==> config.mk <==
export PLATFORM = sky130hd
export DESIGN_NAME = rast_test_sequencer
export DESIGN_NICKNAME = d
export VERILOG_FILES = /design/src/rtl/rast_test_sequencer.sv
export SDC_FILE = /design/constraint.sdc
export NUM_CORES = 1
export LEC_CHECK = 0
export ABC_AREA = 1
export CAP_MARGIN = 20
export CELL_PAD_IN_SITES_DETAIL_PLACEMENT = 0
export CELL_PAD_IN_SITES_GLOBAL_PLACEMENT = 1
export CORE_AREA = 2 2 268 270
export DETAILED_ROUTE_END_ITERATION = 8
export DIE_AREA = 0 0 270 272
export PLACE_DENSITY_LB_ADDON = 0.1
export SETUP_SLACK_MARGIN = 0.15
export SLEW_MARGIN = 25
export SYNTH_ARGS = -nofsm -noshare
export SYNTH_HDL_FRONTEND = slang
export SYNTH_SLANG_ARGS = --single-unit
==> constraint.sdc <==
create_clock -name clk -period 2.45 [get_ports clk]
set_input_delay 0.6125 -clock clk [delete_from_list [all_inputs] [get_ports clk]]
set_output_delay 0.6125 -clock clk [all_outputs]
set_load 0.03 [all_outputs]
==> src/rtl/rast_test_sequencer.sv <==
// Hardware test sequencer for rasterizer benches: reset/init phasing, halt-aware
// triangle streaming, hit counting with quiet-period drain detection, and a watchdog.
//
// state    | meaning
// IDLE     | waiting for start, DUT held in reset
// RST_HOLD | DUT reset held for INIT_CYCLES
// INIT_DRV | driver init, pulse in first cycle
// INIT_BUF | zbuffer init, pulse in first cycle
// RUN      | streaming triangles while halt_RnnnnL allows
// DRAIN    | waiting for DRAIN_CYCLES hit-quiet cycles
// DONE     | sequence completed, counters held
// TIMEOUT  | watchdog fired, DUT back in reset
module rast_test_sequencer #(
  parameter int SIGFIG       = 24,
  parameter int VERTS        = 3,
  parameter int AXIS         = 3,
  parameter int COLORS       = 3,
  parameter int INIT_CYCLES  = 15,
  parameter int DRAIN_CYCLES = 15,
  parameter int TIMEOUT_W    = 32,
  parameter int CNT_W        = 32
) (
  input  logic                            clk,
  input  logic                            rst,
  input  logic                            start,
  input  logic [TIMEOUT_W-1:0]            timeout_cycles,
  input  logic [VERTS*AXIS*SIGFIG-1:0]    src_tri,
  input  logic [COLORS*SIGFIG-1:0]        src_color,
  input  logic                            src_valid,
  input  logic                            src_last,
  output logic                            src_ready,
  input  logic                            halt_RnnnnL,
  output logic [VERTS*AXIS*SIGFIG-1:0]    tri_R10S,
  output logic [COLORS*SIGFIG-1:0]        color_R10U,
  output logic                            validTri_R10H,
  output logic                            dut_rst,
  output logic                            init_drv,
  output logic                            init_buf,
  output logic [2:0]                      phase,
  output logic [CNT_W-1:0]                tri_count,
  output logic [CNT_W-1:0]                hit_count,
  input  logic                            hit_valid_R18H,
  output logic                            done,
  output logic                            timed_out
);

  localparam int TMR_MAX = (INIT_CYCLES > DRAIN_CYCLES) ? INIT_CYCLES : DRAIN_CYCLES;
  localparam int TMR_W   = $clog2(TMR_MAX) + 1;
  localparam logic [TMR_W-1:0] INIT_LOAD  = TMR_W'(INIT_CYCLES - 1);
  localparam logic [TMR_W-1:0] DRAIN_LOAD = TMR_W'(DRAIN_CYCLES - 1);

  typedef enum logic [2:0] {
    S_IDLE     = 3'd0,
    S_RST_HOLD = 3'd1,
    S_INIT_DRV = 3'd2,
    S_INIT_BUF = 3'd3,
    S_RUN      = 3'd4,
    S_DRAIN    = 3'd5,
    S_DONE     = 3'd6,
    S_TIMEOUT  = 3'd7
  } state_t;

  state_t               state, state_nxt;
  logic [TMR_W-1:0]     tmr;
  logic [TIMEOUT_W-1:0] wd_cnt;
  logic [TIMEOUT_W-1:0] budget;
  logic                 wd_active, wd_fire, restart, tmr_zero, accept, quiet, in_init;

  always_comb begin
    state_nxt = state;
    wd_active = !(state inside {S_IDLE, S_DONE, S_TIMEOUT});
    wd_fire   = wd_active && (budget != '0) && (wd_cnt == budget);
    restart   = start && (state inside {S_IDLE, S_DONE, S_TIMEOUT});
    tmr_zero  = (tmr == '0);
    in_init   = state inside {S_RST_HOLD, S_INIT_DRV, S_INIT_BUF};
    // Gating with wd_fire keeps a triangle from being accepted and then dropped.
    src_ready = (state == S_RUN) && halt_RnnnnL && !wd_fire;
    accept    = src_valid && src_ready;
    quiet     = (state == S_DRAIN) && halt_RnnnnL && !hit_valid_R18H;

    case (state)
      S_IDLE, S_DONE, S_TIMEOUT: if (restart) state_nxt = S_RST_HOLD;
      S_RST_HOLD: if (tmr_zero) state_nxt = S_INIT_DRV;
      S_INIT_DRV: if (tmr_zero) state_nxt = S_INIT_BUF;
      S_INIT_BUF: if (tmr_zero) state_nxt = S_RUN;
      S_RUN:      if (accept && src_last) state_nxt = S_DRAIN;
      S_DRAIN:    if (quiet && tmr_zero) state_nxt = S_DONE;
      default:    state_nxt = S_IDLE;
    endcase
    if (wd_fire) state_nxt = S_TIMEOUT;

    dut_rst   = !(state inside {S_RUN, S_DRAIN, S_DONE});
    init_drv  = (state == S_INIT_DRV) && (tmr == INIT_LOAD);
    init_buf  = (state == S_INIT_BUF) && (tmr == INIT_LOAD);
    done      = (state == S_DONE);
    timed_out = (state == S_TIMEOUT);
    phase     = state;
  end

  always_ff @(posedge clk) begin
    if (rst) begin
      state         <= S_IDLE;
      tmr           <= '0;
      wd_cnt        <= '0;
      budget        <= '0;
      tri_count     <= '0;
      hit_count     <= '0;
      tri_R10S      <= '0;
      color_R10U    <= '0;
      validTri_R10H <= 1'b0;
    end else begin
      state <= state_nxt;

      // One down-counter serves both the init phases and the drain quiet window.
      if (state_nxt != state)
        tmr <= (state_nxt == S_DRAIN) ? DRAIN_LOAD : INIT_LOAD;
      else if ((state == S_DRAIN) && hit_valid_R18H)
        tmr <= DRAIN_LOAD;
      else if ((in_init || quiet) && !tmr_zero)
        tmr <= tmr - 1'b1;

      if (restart) begin
        wd_cnt    <= '0;
        budget    <= timeout_cycles;
        tri_count <= '0;
        hit_count <= '0;
      end else begin
        if (wd_active) wd_cnt <= wd_cnt + 1'b1;
        if (accept && !(&tri_count)) tri_count <= tri_count + 1'b1;
        if ((state inside {S_RUN, S_DRAIN}) && hit_valid_R18H && !(&hit_count))
          hit_count <= hit_count + 1'b1;
      end

      if (restart || (state_nxt == S_TIMEOUT)) begin
        validTri_R10H <= 1'b0;
      end else if ((state == S_RUN) && src_ready) begin
        validTri_R10H <= src_valid;
        if (src_valid) begin
          tri_R10S   <= src_tri;
          color_R10U <= src_color;
        end
      end else if ((state == S_DRAIN) && halt_RnnnnL) begin
        validTri_R10H <= 1'b0;
      end
    end
  end

endmodule

# Word-level counts from Yosys, hierarchy flattened
# Cells that the tools add are included.
# word_totals
memories	0
latchBits	0
out_inout_bits	362
romBits	0
ramBits	0
ff_bits	425
inputBits	327
# op_classes
div_mod_pow	0
addsub	4
order_cmp	0
n_shift	0
multipliers	0
bitwise_logic	1
n_reduce_logical	43
n_mux	13
eq_ne	11
# op_table
operator	count
$add 32x1->32 const B	3
$reduce_and 32->1	2
$eq 32x32->1	1
$reduce_bool 32->1	1
$mux 3	7
$logic_and 1x1->1	18
$pmux 3 s6	1
$eq 3x3->1 const B	5
$mux 4	3
$reduce_bool 3->1	4
$logic_not 1->1	7
$eq 3x2->1 const B	2
$reduce_or 3->1	2
$eq 5x4->1 const B	1
$logic_not 5->1	1
$sub 5x1->5 const B	1
$reduce_bool 2->1	2
$reduce_or 2->1	2
$eq 3x1->1 const B	1
$logic_not 3->1	1
$ne 3x3->1	1
$reduce_and 3->1	1
$logic_or 1x1->1	2
$mux 1	2
$not 1->1	1

# Logic depth before layout (Yosys ltp)
# depth
depth_word	16
ltp_mapped	17
depth_no_buf	16

# Worst setup path before layout
# OpenSTA, ideal clock, no wires.
# synth_path
kind	register to register
startpoint	register state[2] (netlist: phase[2])
endpoint	register wd_cnt[29]
required_time_ns	2.322
setup_slack_ns	0.333
path_stages_with_launch	13
t_arrival_ns	1.989
setup_time_ns	0.128
path_cell_list	dfxtp_1 > buf_2 > nand2_1 > nand2_1 > buf_4 > nand2_1 > inv_1 > nand4_1 > nor3_1 > nand4_1 > nor2_1 > xor2_1 > nor2_1
# synth_via
elab_chain_len	4
elab_cells_between_ends	6
classes_between	2 x eq/ne; 4 x reduce/logical
# synth_lines
item	line_no	source
start, declared	63	state_t state, state_nxt;
start signal, assigned	112	state <= state_nxt;
$eq 3x3->1 or $logic_not 3->1 (tied branches)	71, 73	
$reduce_bool 3->1 (*)	71, 73	
$logic_and 1x1->1	73	restart = start && (state inside {S_IDLE, S_DONE, S_TIMEOUT});
$reduce_or 2->1 (no source line)	-	
end signal, assigned	128	if (wd_active) wd_cnt <= wd_cnt + 1'b1;
end, declared	65	logic [TIMEOUT_W-1:0] wd_cnt;
# Mark *: on every way between the ends. The rest lies on a longest branch, timed or not.
# A chain may end at the register's enable or synchronous reset.

# Worst setup path in the final report
# layout_path
startpoint	register budget[20]
endpoint	register color_R10U[24]
# layout_via
elab_chain_len	14
elab_cells_between_ends	16
classes_between	2 x eq/ne; 3 x mux; 1 x bitwise; 10 x reduce/logical
# layout_lines
item	line_no	source
start, declared	66	logic [TIMEOUT_W-1:0] budget;
start signal, assigned	124	budget <= timeout_cycles;
$reduce_bool 32->1	72	wd_fire = wd_active && (budget != '0) && (wd_cnt == budget);
$logic_and 1x1->1	72	
$logic_and 1x1->1 (*)	72	
$logic_not 1->1	77	src_ready = (state == S_RUN) && halt_RnnnnL && !wd_fire;
$logic_and 1x1->1	77	
$logic_and 1x1->1	78	accept = src_valid && src_ready;
$logic_and 1x1->1	86	S_RUN: if (accept && src_last) state_nxt = S_DRAIN;
$mux 3	86	
$pmux 3 s6	81	case (state)
$mux 3	90	if (wd_fire) state_nxt = S_TIMEOUT;
$eq 3x3->1	134	if (restart || (state_nxt == S_TIMEOUT)) begin
$logic_or 1x1->1	134	
$not 1->1 (no source line)	-	
$reduce_and 3->1 (no source line) (*)	-	
end signal, assigned	140	color_R10U <= src_color;
end, declared	34	output logic [COLORS*SIGFIG-1:0] color_R10U,
# Marks and branches as above.

==> run summary <==
series of cell instances along the critical path - nor2_4, nand2_2, nor2_4, nand2_2, nor2_4, nor2_2, nand3_2, nand2_2, buf_6, buf_6, buf_6, buf_6, buf_6, nor2_4, buf_12, buf_16, buf_12, inv_16, buf_16, nor2_2, nor2_1
Final ANT Viol Nets - 0
simple-gate area share of the yosys netlist - 28.7%
core area - 0.0708 sq mm
post-layout min period - 2.74 ns
post-synthesis net count - 2,785
dominant combinational cell family by area after synthesis - simple AND/OR/NAND/NOR gates
routed length on met3 - 5810 microns
unrepaired setup endpoints after global routing - true
xor-xnor portion of the synthesized cell area - 3.94%
global-route total usage across every layer - 21.7%
Yosys reg bits - 425
worst slew margin relative to its limit - 61.2%
deepest level of the CTS H-tree - 2
Hold/Removal Path Class - flip-flop to flip-flop
row cnt - 98
Initial DRC Count - 961
number of buffers on the longest clock path - 3
IR Drop Worst-Case VDD - 0.511 mV
hold violation count in the final report - 0
met1 layer wirelength in the final routing - 33,300 microns
Starting Density - 24.8%
Final setup violation count - 321
die footprint - 0.0734 sq mm
sequential share of the synthesized area - 48.5%
clock network latency to the later pin of the worst-skew pair - 0.62 ns
outcome - finished with violations
final worst path period share - 112%
violated checks - negative setup slack
number of instances in the synthesized netlist - 2,453
Pwr per Cell Area - 619 mW/mm^2
weighted congestion reported at the end of routability-driven placement - 0.846
layout-stage area growth over the synthesis result - 74.6%
share of cells above drive strength 1 - 17.8%
Die W - 270 microns
type of element launching the critical path - flip-flop
clk slew on worst S/H paths - 0.06 ns
highest metal layer used by the detailed router - met5
number of synthesis warnings - 0
pin count of the biggest net entering global routing - 86
first-pass GRT wire length - 122,000 microns
DRT Wirelength - 86,000 microns
critical path buffer and inverter count - 10
Inst Count DP - 4,046
total of hold buffers inserted after clock tree synthesis - 0
multiplexer share of the synthesized area - 0.0642%
combined area of all synthesized cells - 0.0175 sq mm
fraction of the mapped netlist area in adder cells - 0.357%
commonest non-fill, non-tap cell in the layout - sky130_fd_sc_hd__nor2_1
leakage power - 12.5 nW
overall overflow remaining after global route - 0
Max Cap Viol - 0
nature of the critical path endpoint - flip-flop
library cell contributing the largest single delay on the critical path - sky130_fd_sc_hd__dfxtp_4
syn_area_per_cell - 7.15 sq um
final max-slew violation count - 0
Max stage delay on crit path - 0.37 ns
number of vias in the routed layout - 19.4k
standard cell area after detailed placement - 0.0259 sq mm
Routed met2 length - 44,600 microns
crit-path max FO - 15
fin util - 43.3%
Arr. time, crit path - 3.23 ns
number of primary I/O pins - 689
post-route non-filler standard cell count - 4,233
Fin Clk Skew - 0.0293 ns
CP most frequent cell - sky130_fd_sc_hd__buf_6
share of the synthesized area in compound gates (AO/OA/AOI/OAI) - 12.5%
CTS tree - done
initial antenna violation count - 19
leading cell types in the layout, fill and taps excluded - 583 x sky130_fd_sc_hd__nor2_1, 519 x sky130_fd_sc_hd__clkdlybuf4s50_1, 385 x sky130_fd_sc_hd__dfxtp_1, 342 x sky130_fd_sc_hd__nand2_1, 203 x sky130_fd_sc_hd__o21ai_0
height of the chip - 272 microns
Max Clock Freq - 365 MHz
via count of the first global-routing pass - 19.2k
start-to-end type of the worst setup path - flip-flop to flip-flop
Residual DRC - 0
Num Clock Sinks - 425
setup slack after layout - -0.288 ns
number of nets in the layout - 3,561
required time of the worst setup path - 2.94 ns
average routed wire per standard cell - 20.3 microns
iteration count of the initial detailed-routing pass - 5
family of cells with the greatest summed delay on the critical path - buffers and inverters
slew of the pin with the lowest slew margin - 0.578 ns
root buffer cell - sky130_fd_sc_hd__clkbuf_16
via count normalized by instance count - 4.57
Layout Cell Area excl Fill - 0.0306 sq mm
CTS Buf Count - 52
placed wire-length estimate after detailed placement - 59,500 microns
Unique masters post-synth - 32
port buffer count - 688
synth_stat cells, drive strengths merged:
| cell type | count | area (sq um) |
|---|---|---|
| a211oi | 3 | 22.5 |
| a21oi | 111 | 556 |
| and2 | 1 | 6.26 |
| buf | 62 | 342 |
| clkbuf | 69 | 259 |
| clkinv | 1 | 3.75 |
| dfxtp | 425 | 8510 |
| ha | 5 | 62.6 |
| inv | 118 | 443 |
| mux2 | 1 | 11.3 |
| nand2 | 352 | 1330 |
| nand3 | 61 | 310 |
| nand3b | 2 | 15.0 |
| nand4 | 27 | 169 |
| nor2 | 737 | 2770 |
| nor3 | 45 | 225 |
| nor3b | 4 | 30.0 |
| nor4 | 22 | 144 |
| nor4b | 1 | 8.76 |
| o21ai | 323 | 1620 |
| or2 | 4 | 25.0 |
| xnor2 | 40 | 350 |
| xor2 | 39 | 342 |
layout make-up:
class / count / area (sq um)
antenna: 11 / 27.5
clock buffer: 85 / 1650
clock inverter: 12 / 190
fill: 7210 / 40100
inverter: 119 / 475
multi-input combinational: 1778 / 9280
sequential: 425 / 8570
tap: 950 / 1190
timing repair buffer: 851 / 9210
timing repair inverter: 2 / 41.3
stage by stage:
stage                     TNS [ns]  setup slack, ns  hold WS [ns]  total power, mW
after floorplan                  0            0.333         0.422             9.02
after global placement      -0.595           -0.118         0.433             10.4
after detailed placement     -3.86           -0.126         0.437             10.4
after CTS                   -64.53           -0.303         0.445             19.0
after global routing       -108.89           -0.413         0.476             19.8
final                       -64.09           -0.288         0.443             19.0
state kept, by name (all words and copies together) (netlist names):
name	cells
color_R10U	72
phase	3
tmr	5
tri_count	32
hit_count	32
budget	32
wd_cnt	32
validTri_R10H	1
tri_R10S	216
where the power goes:
group	internal [mW]	total, mW	leakage (nW)	switching [mW]
Combinational	1.44	3.26	8.15	1.81
Sequential	7.16	7.41	3.45	0.251
Clock	5.01	8.29	0.911	3.28
tightest hold or removal path: stages (launching register included):
cell and delay [ns]:
sky130_fd_sc_hd__dfxtp_1 0.31, sky130_fd_sc_hd__nand2_1 0.06, sky130_fd_sc_hd__nor2_1 0.03
worst paths after layout:
path                                               from                     endpoint  slack, ns  cells after the start
worst max-delay path            budget[20]$_SDFFE_PP0P_  color_R10U[24]$_SDFFE_PP0P_      -0.29                     21
worst min-delay path                tmr[4]$_SDFFE_PP0P_          tmr[4]$_SDFFE_PP0P_       0.44                      2
worst max register to register  budget[20]$_SDFFE_PP0P_  color_R10U[24]$_SDFFE_PP0P_      -0.29                     21
worst min register to register      tmr[4]$_SDFFE_PP0P_          tmr[4]$_SDFFE_PP0P_       0.44                      2
cell families after synthesis:
| kind of cell | after synthesis |
|---|---|
| xor gates and xnor gates | 79 |
| buffers and inverters | 250 |
| and+or+nand+nor | 1256 |
| DFF | 425 |
| AOI/OAI and AO/OA | 437 |
| muxes | 1 |
| adders and majority gates | 5 |
routing by layer:
metal,GRT usage [%],vias to the layer above
met3,6.59,117
met5,0,-
met2,39.4,473
met4,6.87,16
li1,-,9479
met1,24.1,9274
what timing repair did:
action                                  4_1_cts  5_1_grt
pin swaps                                    18       71
gates cloned                                 22       23
buffers inserted                             31        4
resized for setup                           450      323
endpoints found under the setup margin      303      447
Power figures use the tool's default switching activity.
